===== config.mk =====
export PLATFORM = sky130hd
export DESIGN_NAME = game_flow_controller_flat
export DESIGN_NICKNAME = d
export VERILOG_FILES = /design/src/rtl/game_flow_if.sv /design/src/rtl/game_flow_controller.sv /design/src/flat_wrapper.sv
export SDC_FILE = /design/constraint.sdc
export NUM_CORES = 1
export LEC_CHECK = 0
export CAP_MARGIN = 20
export CELL_PAD_IN_SITES_DETAIL_PLACEMENT = 0
export CELL_PAD_IN_SITES_GLOBAL_PLACEMENT = 1
export CORE_ASPECT_RATIO = 1.5
export CORE_MARGIN = 4
export CORE_UTILIZATION = 42
export CTS_CLUSTER_DIAMETER = 80
export CTS_CLUSTER_SIZE = 40
export DETAILED_ROUTE_END_ITERATION = 10
export GPL_TIMING_DRIVEN = 0
export PLACE_DENSITY = 0.78
export SETUP_SLACK_MARGIN = 0.3
export SYNTH_ARGS = -nofsm -noshare
export SYNTH_HDL_FRONTEND = slang
export SYNTH_SLANG_ARGS = --single-unit

===== constraint.sdc =====
create_clock -name clk -period 1.7 [get_ports clk]
set_input_delay 0.255 -clock clk [delete_from_list [all_inputs] [get_ports clk]]
set_output_delay 0.255 -clock clk [all_outputs]
set_load 0.05 [all_outputs]

===== src/rtl/game_flow_if.sv =====
// Handshake bundle between the game flow controller and the sprite datapath.
// The controller takes the slave view; the datapath (or a bench) takes the master view.
interface game_flow_if;
   logic       start_btn;
   logic       pacman_is_dead;
   logic       level_clear;
   logic       move_en;
   logic       sprite_rst;
   logic       food_reload;
   logic [1:0] lives;
   logic [3:0] level;
   logic [2:0] state;
   logic       game_over;

   modport master (
      output start_btn, pacman_is_dead, level_clear,
      input  move_en, sprite_rst, food_reload, lives, level, state, game_over
   );

   modport slave (
      input  start_btn, pacman_is_dead, level_clear,
      output move_en, sprite_rst, food_reload, lives, level, state, game_over
   );
endinterface


===== src/rtl/game_flow_controller.sv =====
// Round/lives sequencer: owns the game state machine, paces sprite movement with
// a periodic tick, and emits sprite/food reload pulses plus lives/level counters.
module game_flow_controller #(
   parameter int TICK_DIV    = 4,
   parameter int READY_TICKS = 2,
   parameter int DYING_TICKS = 3,
   parameter int START_LIVES = 3,
   parameter int MAX_LEVEL   = 15
) (
   input  logic        clk,
   input  logic        rst,
   game_flow_if.slave  gf
);
   localparam int TW = (TICK_DIV > 1) ? $clog2(TICK_DIV) : 1;

   typedef enum logic [2:0] {
      S_IDLE      = 3'd0,
      S_READY     = 3'd1,
      S_PLAY      = 3'd2,
      S_DYING     = 3'd3,
      S_LEVEL_UP  = 3'd4,
      S_GAME_OVER = 3'd5
   } state_e;

   state_e        state_q, state_d;
   logic [TW-1:0] tick_cnt_q, tick_cnt_d;
   logic [7:0]    wait_q, wait_d;
   logic          start_q;
   logic [1:0]    lives_q, lives_d;
   logic [3:0]    level_q, level_d;
   logic          move_en_q, move_en_d;
   logic          sprite_rst_q, sprite_rst_d;
   logic          food_reload_q, food_reload_d;
   logic          game_over_q, game_over_d;
   logic          tick;
   logic          start_rise;

   function automatic logic [3:0] level_sat_inc(input logic [3:0] l);
      return (l >= 4'(MAX_LEVEL)) ? 4'(MAX_LEVEL) : l + 4'd1;
   endfunction

   assign tick       = (tick_cnt_q == TW'(TICK_DIV - 1));
   assign start_rise = gf.start_btn & ~start_q;
   assign tick_cnt_d = tick ? '0 : tick_cnt_q + TW'(1);

   always_comb begin
      state_d       = state_q;
      lives_d       = lives_q;
      level_d       = level_q;
      move_en_d     = 1'b0;
      sprite_rst_d  = 1'b0;
      food_reload_d = 1'b0;
      case (state_q)
         S_IDLE, S_GAME_OVER: begin
            if (start_rise) begin
               state_d       = S_READY;
               lives_d       = 2'(START_LIVES);
               level_d       = '0;
               sprite_rst_d  = 1'b1;
               food_reload_d = 1'b1;
            end
         end
         S_READY: begin
            if (tick && wait_q == 8'(READY_TICKS - 1))
               state_d = S_PLAY;
         end
         S_PLAY: begin
            // Death wins over a simultaneous level clear.
            if (gf.pacman_is_dead) begin
               state_d = S_DYING;
               lives_d = lives_q - 2'd1;
            end else if (gf.level_clear) begin
               state_d = S_LEVEL_UP;
            end else begin
               move_en_d = tick;
            end
         end
         S_DYING: begin
            if (tick && wait_q == 8'(DYING_TICKS - 1)) begin
               if (lives_q == 2'd0) begin
                  state_d = S_GAME_OVER;
               end else begin
                  state_d      = S_READY;
                  sprite_rst_d = 1'b1;
               end
            end
         end
         S_LEVEL_UP: begin
            state_d       = S_READY;
            sprite_rst_d  = 1'b1;
            food_reload_d = 1'b1;
            level_d       = level_sat_inc(level_q);
         end
         default: state_d = S_IDLE;
      endcase

      game_over_d = (state_d == S_GAME_OVER);

      // Wait counter measures ticks spent in the current READY/DYING visit.
      if (state_d != state_q)
         wait_d = '0;
      else if (tick && (state_q == S_READY || state_q == S_DYING))
         wait_d = wait_q + 8'd1;
      else
         wait_d = wait_q;
   end

   always_ff @(posedge clk or posedge rst) begin
      if (rst) begin
         state_q       <= S_IDLE;
         tick_cnt_q    <= '0;
         wait_q        <= '0;
         start_q       <= 1'b0;
         lives_q       <= 2'(START_LIVES);
         level_q       <= '0;
         move_en_q     <= 1'b0;
         sprite_rst_q  <= 1'b0;
         food_reload_q <= 1'b0;
         game_over_q   <= 1'b0;
      end else begin
         state_q       <= state_d;
         tick_cnt_q    <= tick_cnt_d;
         wait_q        <= wait_d;
         start_q       <= gf.start_btn;
         lives_q       <= lives_d;
         level_q       <= level_d;
         move_en_q     <= move_en_d;
         sprite_rst_q  <= sprite_rst_d;
         food_reload_q <= food_reload_d;
         game_over_q   <= game_over_d;
      end
   end

   assign gf.state       = state_q;
   assign gf.lives       = lives_q;
   assign gf.level       = level_q;
   assign gf.move_en     = move_en_q;
   assign gf.sprite_rst  = sprite_rst_q;
   assign gf.food_reload = food_reload_q;
   assign gf.game_over   = game_over_q;
endmodule


===== src/flat_wrapper.sv =====
// flat-port wrapper written by rule: the top's interface ports become plain ports
module game_flow_controller_flat 
#(
   parameter int TICK_DIV    = 4,
   parameter int READY_TICKS = 2,
   parameter int DYING_TICKS = 3,
   parameter int START_LIVES = 3,
   parameter int MAX_LEVEL   = 15
)
  (clk, rst, gf_start_btn, gf_pacman_is_dead, gf_level_clear, gf_move_en, gf_sprite_rst, gf_food_reload, gf_lives, gf_level, gf_state, gf_game_over);
  game_flow_if gf_i ();
  input  logic clk;
  input  logic rst;
  input wire logic [$bits(gf_i.start_btn)-1:0] gf_start_btn;
  input wire logic [$bits(gf_i.pacman_is_dead)-1:0] gf_pacman_is_dead;
  input wire logic [$bits(gf_i.level_clear)-1:0] gf_level_clear;
  output wire logic [$bits(gf_i.move_en)-1:0] gf_move_en;
  output wire logic [$bits(gf_i.sprite_rst)-1:0] gf_sprite_rst;
  output wire logic [$bits(gf_i.food_reload)-1:0] gf_food_reload;
  output wire logic [$bits(gf_i.lives)-1:0] gf_lives;
  output wire logic [$bits(gf_i.level)-1:0] gf_level;
  output wire logic [$bits(gf_i.state)-1:0] gf_state;
  output wire logic [$bits(gf_i.game_over)-1:0] gf_game_over;
  assign gf_i.start_btn = gf_start_btn;
  assign gf_i.pacman_is_dead = gf_pacman_is_dead;
  assign gf_i.level_clear = gf_level_clear;
  assign gf_move_en = gf_i.move_en;
  assign gf_sprite_rst = gf_i.sprite_rst;
  assign gf_food_reload = gf_i.food_reload;
  assign gf_lives = gf_i.lives;
  assign gf_level = gf_i.level;
  assign gf_state = gf_i.state;
  assign gf_game_over = gf_i.game_over;
  game_flow_controller #(.TICK_DIV(TICK_DIV), .READY_TICKS(READY_TICKS), .DYING_TICKS(DYING_TICKS), .START_LIVES(START_LIVES), .MAX_LEVEL(MAX_LEVEL)) u_core (.clk(clk), .rst(rst), .gf(gf_i));
endmodule

==> summary.txt <==
Status
  – Status: complete, no violations

CTS
  – Worst-Skew Late Latency: 0.27 ns
  – H-Tree Depth: 1
  – CTS tree: built
  – CTS Sinks: 24
  – CTS max path bufs: 2
  – Worst-path clk slew: 0.08 ns
  – Clk root buf: clkbuf_8
  – Number of CTS-inserted buffers: 3

Floorplan
  – Ports: 18
  – Die height: 76.4 µm
  – Initial core utilization: 0.446
  – Placement Rows: 24
  – Core area: 2940 µm²
  – Die area: 4100 µm²
  – Die W: 53.6 µm

Drt
  – Vias after detailed routing: 1,021
  – Initial DRC count: 4
  – WL final: 3020 µm
  – DRT antenna net count: 0
  – TritonRoute pass-1 iters: 4
  – DR WL/cell: 15.5 µm
  – # DRC: 0
  – Post-DR vias/cell: 5.24

Worst setup path
  – Worst EP arrival: 1.34 ns
  – Crit path max-delay family: flip-flops
  – Crit Path Max Fanout: 2
  – R2r setup slk: 0.12 ns
  – Critical Setup Path Class: reg2out
  – Buf/Inv on CP: 1
  – Critical Path, Cell by Cell: dlygate4sd2_1
  – Critical-path cell with the highest stage delay: dfstp_2
  – Critical Path Max Stage Delay: 0.54 ns
  – CP endpoint kind: output pin
  – Startpoint types: flop
  – CP Data Required Time: 1.44 ns

Global route
  – Top Usage Layer GRT: met2
  – Largest net degree at the start of global routing: 25
  – Initial antenna violation count: 0
  – Vias in the first global route: 1,086
  – M2 GR Usage: 0.290
  – Grt met3 use: 0.0333
  – Met1 usage: 0.172
  – Grt total ovfl: 0
  – Global-route wire length before repair: 4950 µm
  – Total track usage: 0.160

Power
  – Clock share of power: 0.167
  – P per Cell Area: 1280 nW/µm²
  – Maximum vdd drop: 773 µV
  – Sw frac: 0.434
  – Switch Pwr: 1.01 mW
  – Seq pwr share: 0.333
  – Comb pwr share: 0.500
  – Leakage: 0.727 nW
  – Internal power: 1.32 mW

Timing
  – RSZ-0062 raised after global routing: yes
  – Hold Fails Final Rpt: 0
  – Worst-Margin Slew: 0.910 ns
  – Hold_ws: 0.456 ns
  – Final Cycle Share: 0.939
  – Slew headroom: 0.392
  – Final setup margin: 0.104 ns
  – Setup Skew: 0.00391 ns
  – Fin. max-slew vios: 0
  – TNS Setup: 0 ns
  – Max Freq: 627 MHz
  – Tmin final: 1.60 ns
  – Setup-failing EPs final: 0

Synth
  – Yosys cell types: 39
  – Area contributors post-synth: dfrtp_1 (42%), ha_1 (5.7%), xnor2_1 (5.3%)
  – Post-synth top area share: 0.420
  – Synth area leader: dfrtp_1
  – Post-Syn Area: 1310 µm²
  – Average cell area after synthesis: 10.3 µm²
  – Synth Instances: 127
  – Post-synth net total: 138
  – Yosys warning total: 0
  – Asr flop ratio synth: 1.00
  – Number of flops mapped to enable cells by yosys: 0
  – Top_reg_cell synth: dfrtp_1
  – Post-synthesis register bit count: 24
  – Sequential area share after synthesis: 0.460

Place
  – # port buffers: 17
  – DP HPWL: 2020 µm
  – Pre-CTS setup slack: -0.0566 ns
  – Gpl congestion: 0.797

Cells and area
  – Antenna Cells: 0
  – Fin util: 0.621
  – Final nets: 168
  – Share of layout cells above drive strength 1: 0.385
  – Synthesis-to-layout area growth: 39.3%

Min path
  – Tightest Hold Check Type: in2reg

Flow run
  – Max Cap Viol: 0
==> kinds of logic after synthesis <==
logic type	count (synthesis)	share of synthesized area
buffers and inverters	16	0.0601
xor gates and xnor gates	8	0.0534
AOI/OAI and AO/OA	20	0.109
DFF	24	0.460
adders and majority gates	6	0.0573
and+or+nand+nor	53	0.261
==> path summary, 6_finish.rpt <==
kind	start	to	cells past startpoint
worst max-delay path	u_core.gf.lives[1]	gf_lives[1]	1
worst min-delay path	gf_start_btn	u_core.start_q	1
worst max register to register	u_core.gf.lives[1]	u_core.wait_q[5]	7
worst min register to register	u_core.tick_cnt_q[0]	u_core.tick_cnt_q[0]	1
max in group asynchronous	rst	u_core.gf.state[2]	2
min in group asynchronous	rst	u_core.gf.level[0]	2
==> power groups by stage <==
stage | sequential, mW | combinational (mW) | clock (mW)
final | 0.778 | 1.17 | 0.391
after CTS | 0.775 | 1.05 | 0.407
after global routing | 0.794 | 1.25 | 0.437
after global placement | 0.785 | 0.997 | 0
after detailed placement | 0.794 | 1.02 | 0
after floorplan | 1.04 | 0.488 | 0
==> synth_stat cells, types with 2 or more instances <==
| cell type | n |
|---|---|
| dfrtp_1 | 22 |
| inv_1 | 13 |
| nor2_1 | 12 |
| xnor2_1 | 8 |
| nand2_1 | 7 |
| a21oi_1 | 6 |
| ha_1 | 6 |
| nand3_1 | 6 |
| nor3_1 | 6 |
| nand4_1 | 5 |
| nor2b_1 | 3 |
| a31oi_1 | 2 |
| and3_1 | 2 |
| buf_6 | 2 |
| dfstp_2 | 2 |
| o21a_1 | 2 |
==> layout by cell type, fill, tap and decap left out, types with 4 or more instances in the layout <==
cell type / instances
clkdlybuf4s50_1: 4
inv_1: 10
buf_6: 4
clkdlybuf4s15_1: 4
dfrtp_1: 18
nor2_1: 11
nor3_1: 4
a21oi_1: 4
clkbuf_8: 4
xnor2_1: 7
ha_1: 4
nand4_1: 5
buf_4: 6
clkdlybuf4s15_2: 6
dfrtp_2: 4
nand2_1: 7
==> state kept, by name, indices dropped and copies added, names as in the netlist <==
| signal | count |
|---|---|
| u_core.gf.sprite_rst | 1 |
| u_core.gf.level | 4 |
| u_core.gf.game_over | 1 |
| u_core.gf.move_en | 1 |
| u_core.wait_q | 8 |
| u_core.gf.lives | 2 |
| u_core.gf.food_reload | 1 |
| u_core.start_q | 1 |
| u_core.gf.state | 3 |
| u_core.tick_cnt_q | 2 |
==> through the flow <==
stage	total power, mW	instances	cell area [µm²]
floorplan	1.53	127	1350
global placement	1.78	183	1560
detailed placement	1.82	183	1560
CTS	2.24	191	1720
global route	2.48	195	1830
finish	2.34	195	1830
==> final cells by class <==
type,instances,area [µm²]
inverters,13,53.8
clock buffers,4,55.1
plain buffers,3,33.8
fillers,275,1120
repair buffers,25,248
multi-input cells,87,779
well taps,39,48.8
flip-flops and latches,24,608
==> metal layers <==
| metal | vias up | part of all wire |
|---|---|---|
| met5 | - | 0 |
| met4 | 0 | 0.015 |
| met3 | 5 | 0.034 |
| met2 | 18 | 0.59 |
| met1 | 496 | 0.36 |
| li1 | 502 | - |
==> what timing repair did <==
action,in CTS,in global routing
resized for setup,43,18
setup endpoints to repair,30,22
pin swaps,8,9
buffers inserted,4,4
hold buffers,0,0
hold endpoints to repair,0,0
gates cloned,0,0
(Power assumes the default switching activity.)
